**config.mk**
```make
export PLATFORM = sky130hd
export DESIGN_NAME = gated_release_multi
export DESIGN_NICKNAME = d
export VERILOG_FILES = /design/src/rtl/gated_release_multi.sv
export SDC_FILE = /design/constraint.sdc
export NUM_CORES = 1
export LEC_CHECK = 0
export CAP_MARGIN = 25
export CORE_AREA = 2 2 156 158
export CTS_BUF_LIST = sky130_fd_sc_hd__clkbuf_4
export DETAILED_ROUTE_END_ITERATION = 8
export DIE_AREA = 0 0 158 160
export DONT_BUFFER_PORTS = 1
export GPL_ROUTABILITY_DRIVEN = 1
export GPL_TIMING_DRIVEN = 0
export MAX_ROUTING_LAYER = met4
export PLACE_DENSITY = 0.48
export SLEW_MARGIN = 20
export SYNTH_ARGS = -nofsm -noshare
export SYNTH_HDL_FRONTEND = slang
export SYNTH_SLANG_ARGS = --single-unit
```
**constraint.sdc**
```tcl
create_clock -name clk -period 1.9 [get_ports clk]
set_input_delay 0.38 -clock clk [delete_from_list [all_inputs] [get_ports clk]]
set_output_delay 0.38 -clock clk [all_outputs]
set_load 0.01 [all_outputs]
```
**src/rtl/gated_release_multi.sv**
```systemverilog
// Multi-channel secret-gating benchmark.
// Two flow classes run side by side on every channel:
//   - a zero-latency gated path (secret -> out_comb) that leaks whenever
//     enable and the channel's visible bit are both high;
//   - a registered path (secret -> guard pipeline -> out_seq) that only
//     becomes observable if the phase counters can line up the capture
//     phase with the observation window DEPTH cycles later.
// prev is a shadow of state that always trails it by one (mod 2^STATE_W).
// It is reset to all ones so that the relation already holds out of reset.
//
// phase                 | meaning
// ----------------------+---------------------------------------------------
// state == RELEASE_STATE| guard stage 0 loads the secret on the next edge
// state != RELEASE_STATE| guard stage 0 loads zero on the next edge
// prev  == OBSERVE_PREV | window open: last guard stage drives out_seq
// prev  != OBSERVE_PREV | window closed: out_seq forced to zero
module gated_release_multi #(
  parameter int WIDTH         = 32,
  parameter int CHANNELS      = 4,
  parameter int STATE_W       = 2,
  parameter int RELEASE_STATE = 3,
  parameter int OBSERVE_PREV  = 1,
  parameter int DEPTH         = 1,
  parameter int CNT_W         = 8
) (
  input  logic                      clk,
  input  logic                      rst_n,
  input  logic                      enable,
  input  logic [CHANNELS-1:0]       visible,
  input  logic                      flush,
  input  logic [CHANNELS*WIDTH-1:0] secret,
  output logic [CHANNELS*WIDTH-1:0] out_comb,
  output logic [CHANNELS*WIDTH-1:0] out_seq,
  output logic [STATE_W-1:0]        state,
  output logic [STATE_W-1:0]        prev,
  output logic                      window,
  output logic [CNT_W-1:0]          leak_cnt
);

  localparam logic [STATE_W-1:0] REL_STATE = STATE_W'(RELEASE_STATE);
  localparam logic [STATE_W-1:0] OBS_PREV  = STATE_W'(OBSERVE_PREV);
  // All ones is state-1 for state == 0, which keeps the shadow aligned.
  localparam logic [STATE_W-1:0] PREV_RST  = '1;
  localparam logic [CNT_W-1:0]   CNT_MAX   = '1;

  logic             release_hit;
  logic             any_leak;
  logic [WIDTH-1:0] guard_q [CHANNELS][DEPTH];

  // Phase counter and its shadow advance together so they can never drift.
  always_ff @(posedge clk or negedge rst_n) begin
    if (!rst_n) begin
      state <= '0;
      prev  <= PREV_RST;
    end else if (enable) begin
      state <= state + 1'b1;
      prev  <= prev + 1'b1;
    end
  end

  // Phase decodes for capture and observation.
  always_comb begin
    release_hit = (state == REL_STATE);
    window      = (prev == OBS_PREV);
  end

  // Guard pipeline: flush beats capture; capture ignores enable on purpose so
  // a held phase keeps re-sampling the secret.
  always_ff @(posedge clk or negedge rst_n) begin
    if (!rst_n) begin
      for (int c = 0; c < CHANNELS; c++) begin
        for (int k = 0; k < DEPTH; k++) begin
          guard_q[c][k] <= '0;
        end
      end
    end else if (flush) begin
      for (int c = 0; c < CHANNELS; c++) begin
        for (int k = 0; k < DEPTH; k++) begin
          guard_q[c][k] <= '0;
        end
      end
    end else begin
      for (int c = 0; c < CHANNELS; c++) begin
        guard_q[c][0] <= release_hit ? secret[c*WIDTH +: WIDTH] : '0;
        for (int k = 1; k < DEPTH; k++) begin
          guard_q[c][k] <= guard_q[c][k-1];
        end
      end
    end
  end

  // Per-channel output gating for both flow classes.
  for (genvar c = 0; c < CHANNELS; c++) begin : g_ch
    assign out_comb[c*WIDTH +: WIDTH] =
      (enable && visible[c]) ? secret[c*WIDTH +: WIDTH] : '0;
    assign out_seq[c*WIDTH +: WIDTH] =
      window ? guard_q[c][DEPTH-1] : '0;
  end

  // Any nonzero registered output counts as one leak event for the cycle.
  always_comb begin
    any_leak = |out_seq;
  end

  // Saturating leak-event counter; only reset clears it, flush does not.
  always_ff @(posedge clk or negedge rst_n) begin
    if (!rst_n) begin
      leak_cnt <= '0;
    end else if (any_leak && (leak_cnt != CNT_MAX)) begin
      leak_cnt <= leak_cnt + 1'b1;
    end
  end

endmodule

```
==> results.toml <==
[power]
swShare_pct = 36.6
p_sw_mw = 3.50
p_leak_nw = 4.77
seqPwrFrac_pct = 41.1
p_comb_share_pct = 37.6
ir_drop_v = 0.000523
power_density_nw_per_um2 = 1000
internal-power_mw = 6.07
clkPwrFrac_pct = 21.3

[clock_tree]
cts_hold_buf = 128
h-tree-depth = 4
clk_pin_slew_ns = 0.14
clock-root-buffer = "clkbuf_4"
clkLatencyLatePin_ns = 0.54
clkSinkCount = 140
cts_tree = "yes"
cts_buffers = 17
cts_buffer_depth = 2

[critical_path]
cp_data_arrival_time_ns = 2.04
start_kind = "flip-flop"
critPathRequiredTime_ns = 1.52
critPathKind = "flip-flop to output pin"
rr_worst_depth = 6
crit_fanout = 10
r2r_start = "guard_q[30]$_DFF_PN0_"
cp-end-kind = "output pin"
r2r_slack_ns = -0.18
timing.rr.end = "leak_cnt[1]$_DFFE_PN0P_"

[logic_synthesis]
synth_top_cell_by_area = "dfrtp_1"
yosys-mux-area-fraction_pct = 0.394
synth_area_per_cell_sq_um = 10.2
synth-adder-area-share_pct = 0.562
synth.area.top_cells = "dfrtp_1, and2_1, and3_1, clkbuf_1, nor4_1"
synth_top_area_share_pct = 51.7
synth_simple_gate_area_share_pct = 41.9
ys_types = 26
ys_seq_elements = 140
ys_warn_count = 0
syn_inst = 657
synth_top_family_by_area = "simple AND/OR/NAND/NOR gates"
synth_compound_area_share_pct = 0.300
synth-xor-area-share_pct = 1.05
synth_area_sq_um = 6680
synth_fp_nets = 796
yosysSeqAreaShare_pct = 52.5

[finish]
area_delta_synth_final_pct = 43.2
post-route-util_pct = 40.1
num-nets-final = 957
nFillCells = 2338
final_layout_size_suffix_gt1_share_pct = 27.3

[drt]
vias = 5698
first_pass_iters = 4
drc = 0
viasPerCell = 4.92
first_iter_violations = 208
ant_nets = 0
routed_wl_um = 26900
wire_per_inst_um = 23.2

[outcome]
violations = "hold timing, setup timing"
outcome = "finished, violations left"

[global_route]
grt_pass1_vias = 6030
grt.total_usage_pct = 21.1
grt_max_degree = 141
grt-ovfl-total = 0
antenna_found_initial = 1
grt_pass1_wl_um = 37700

[sta]
fmax_mhz = 414
final_hold_viol_count = 140
period_minus_slack_ns = 2.42
hold_slack_ns = -0.489
maxSlewHeadroom_pct = 49.5
rsz0062_at_grt = "yes"
slew_viol_final = 0
worstMarginPinSlew_ns = 0.757
period_share_pct = 127
finalSetupViolCount = 136
layout_setup_ws_ns = -0.518
finClkSkew_ns = 0.0279

[die]
die-area_sq_um = 25300
floorplan.initialDensity_pct = 28.0
die_h_um = 160
core_region_area_sq_um = 23800
rows = 57
ios = 405
die_w_um = 158

[hold_path]
min_path_type = "primary input to asynchronous set/reset pin"

[placed_design]
port_buffers = 0
gp_congestion = 0.831
dp_slack_ns = -0.861
hpwlAfterDp_um = 19600

[run]
cap_violations = 0
-- stage by stage --
| step | instance area (sq um) | std cells | hold slack [ns] | power, mW | setup TNS [ns] |
|---|---|---|---|---|---|
| after floorplan | 6680 | 657 | 0.0844 | 5.31 | 0 |
| after global placement | 7080 | 981 | 0.0887 | 6.19 | -86.52 |
| after detailed placement | 7080 | 981 | 0.0883 | 6.24 | -97.26 |
| after CTS | 9460 | 1153 | -0.554 | 9.63 | -72.66 |
| after global routing | 9550 | 1156 | -0.580 | 10.2 | -79.86 |
| final | 9560 | 1158 | -0.489 | 9.57 | -61.06 |
-- critical path: stages (launching register included) --
cell and delay [ns]:
dfstp_2 0.61, inv_2 0.06, ha_4 0.18, buf_12 0.15
clkbuf_16 0.17, clkbuf_16 0.17, and2_4 0.17
-- power by group through the flow --
stage | clock [mW] | sequential, mW | combinational, mW
after floorplan | 0 | 3.79 | 1.53
after global placement | 0 | 3.90 | 2.30
after detailed placement | 0 | 3.92 | 2.33
after CTS | 2.13 | 3.93 | 3.58
after global routing | 2.26 | 4.00 | 3.89
final | 2.03 | 3.94 | 3.60
-- kinds of logic (layout without fill, tap and decap cells) --
kind of cell               after synthesis  after routing
xor gates and xnor gates                 8              8
and+or+nand+nor                        445            445
DFF                                    140            140
AOI/OAI and AO/OA                        3              3
other                                    0              3
adders and majority gates                3              3
buffers and inverters                   56            230
muxes                                    2              2
-- cell type report --
class                      instances  area (sq um)  area share [%]
tap                              324           405            4.24
antenna                            3          7.51          0.0785
multi-input combinational        461          3450            36.1
timing repair buffer             142          1420            14.8
inverter                           1          3.75          0.0393
clock buffer                      17           128            1.34
clock inverter                    15           163            1.70
buffer                            55           475            4.97
sequential                       140          3510            36.7
-- what timing repair did --
action / 4_1_cts / 5_1_grt
pin swaps: 19 / 15
endpoints found under the hold margin: 268 / 140
gates resized for setup: 208 / 23
setup buffers: 8 / 1
cloned: 4 / 1
endpoints found under the setup margin: 322 / 187
-- placed cells by master (no fill, tap or decap), types with 3 or more instances in the layout --
cell	instances
diode_2	3
nor4_2	8
nand4_1	10
clkbuf_16	9
xor2_1	3
nor2_1	3
clkbuf_8	5
dfrtp_1	138
nor4_4	6
clkbuf_1	29
clkinv_4	5
buf_4	8
inv_6	4
clkbuf_2	10
xnor2_1	4
clkbuf_4	18
nor4_1	20
and2_4	128
dlygate4sd3_1	128
buf_8	3
and3_1	130
and2_1	128
-- worst max-delay path by stage --
stage	from	end	depth (start not counted)
CTS	prev[1]$_DFFE_PN1P_	out_seq[104]	6
global placement	prev[0]$_DFFE_PN1P_	out_seq[107]	5
detailed placement	prev[0]$_DFFE_PN1P_	out_seq[107]	5
finish	prev[1]$_DFFE_PN1P_	out_seq[119]	6
global route	prev[1]$_DFFE_PN1P_	out_seq[104]	6
floorplan	prev[0]$_DFFE_PN1P_	out_seq[108]	5
-- registers in the layout, summed over array words and instances (netlist names) --
name / cells
guard_q: 128
leak_cnt: 8
prev: 2
state: 2
-- cell usage after synthesis --
| cell | count |
|---|---|
| a21oi_1 | 1 |
| a31oi_1 | 1 |
| a41oi_1 | 1 |
| and2_1 | 255 |
| and2_2 | 1 |
| and3_1 | 130 |
| and3_4 | 1 |
| and4_1 | 1 |
| buf_6 | 1 |
| clkbuf_1 | 54 |
| dfrtp_1 | 138 |
| dfstp_2 | 2 |
| ha_1 | 3 |
| inv_1 | 1 |
| mux2_2 | 1 |
| mux2_4 | 1 |
| nand2_1 | 2 |
| nand2_2 | 1 |
| nand3_1 | 5 |
| nand4_1 | 10 |
| nor2_1 | 3 |
| nor2b_1 | 2 |
| nor4_1 | 30 |
| nor4_2 | 4 |
| xnor2_1 | 5 |
| xor2_1 | 3 |
-- layer usage --
| layer | vias up | GRT usage, % | wire (um) |
|---|---|---|---|
| met5 | - | - | 0 |
| met4 | 0 | 6.22 | 490 |
| met3 | 29 | 5.18 | 1740 |
| met2 | 281 | 36.5 | 14000 |
| met1 | 2868 | 24.1 | 10700 |
| li1 | 2520 | - | - |
Power figures use the tool's default switching activity.
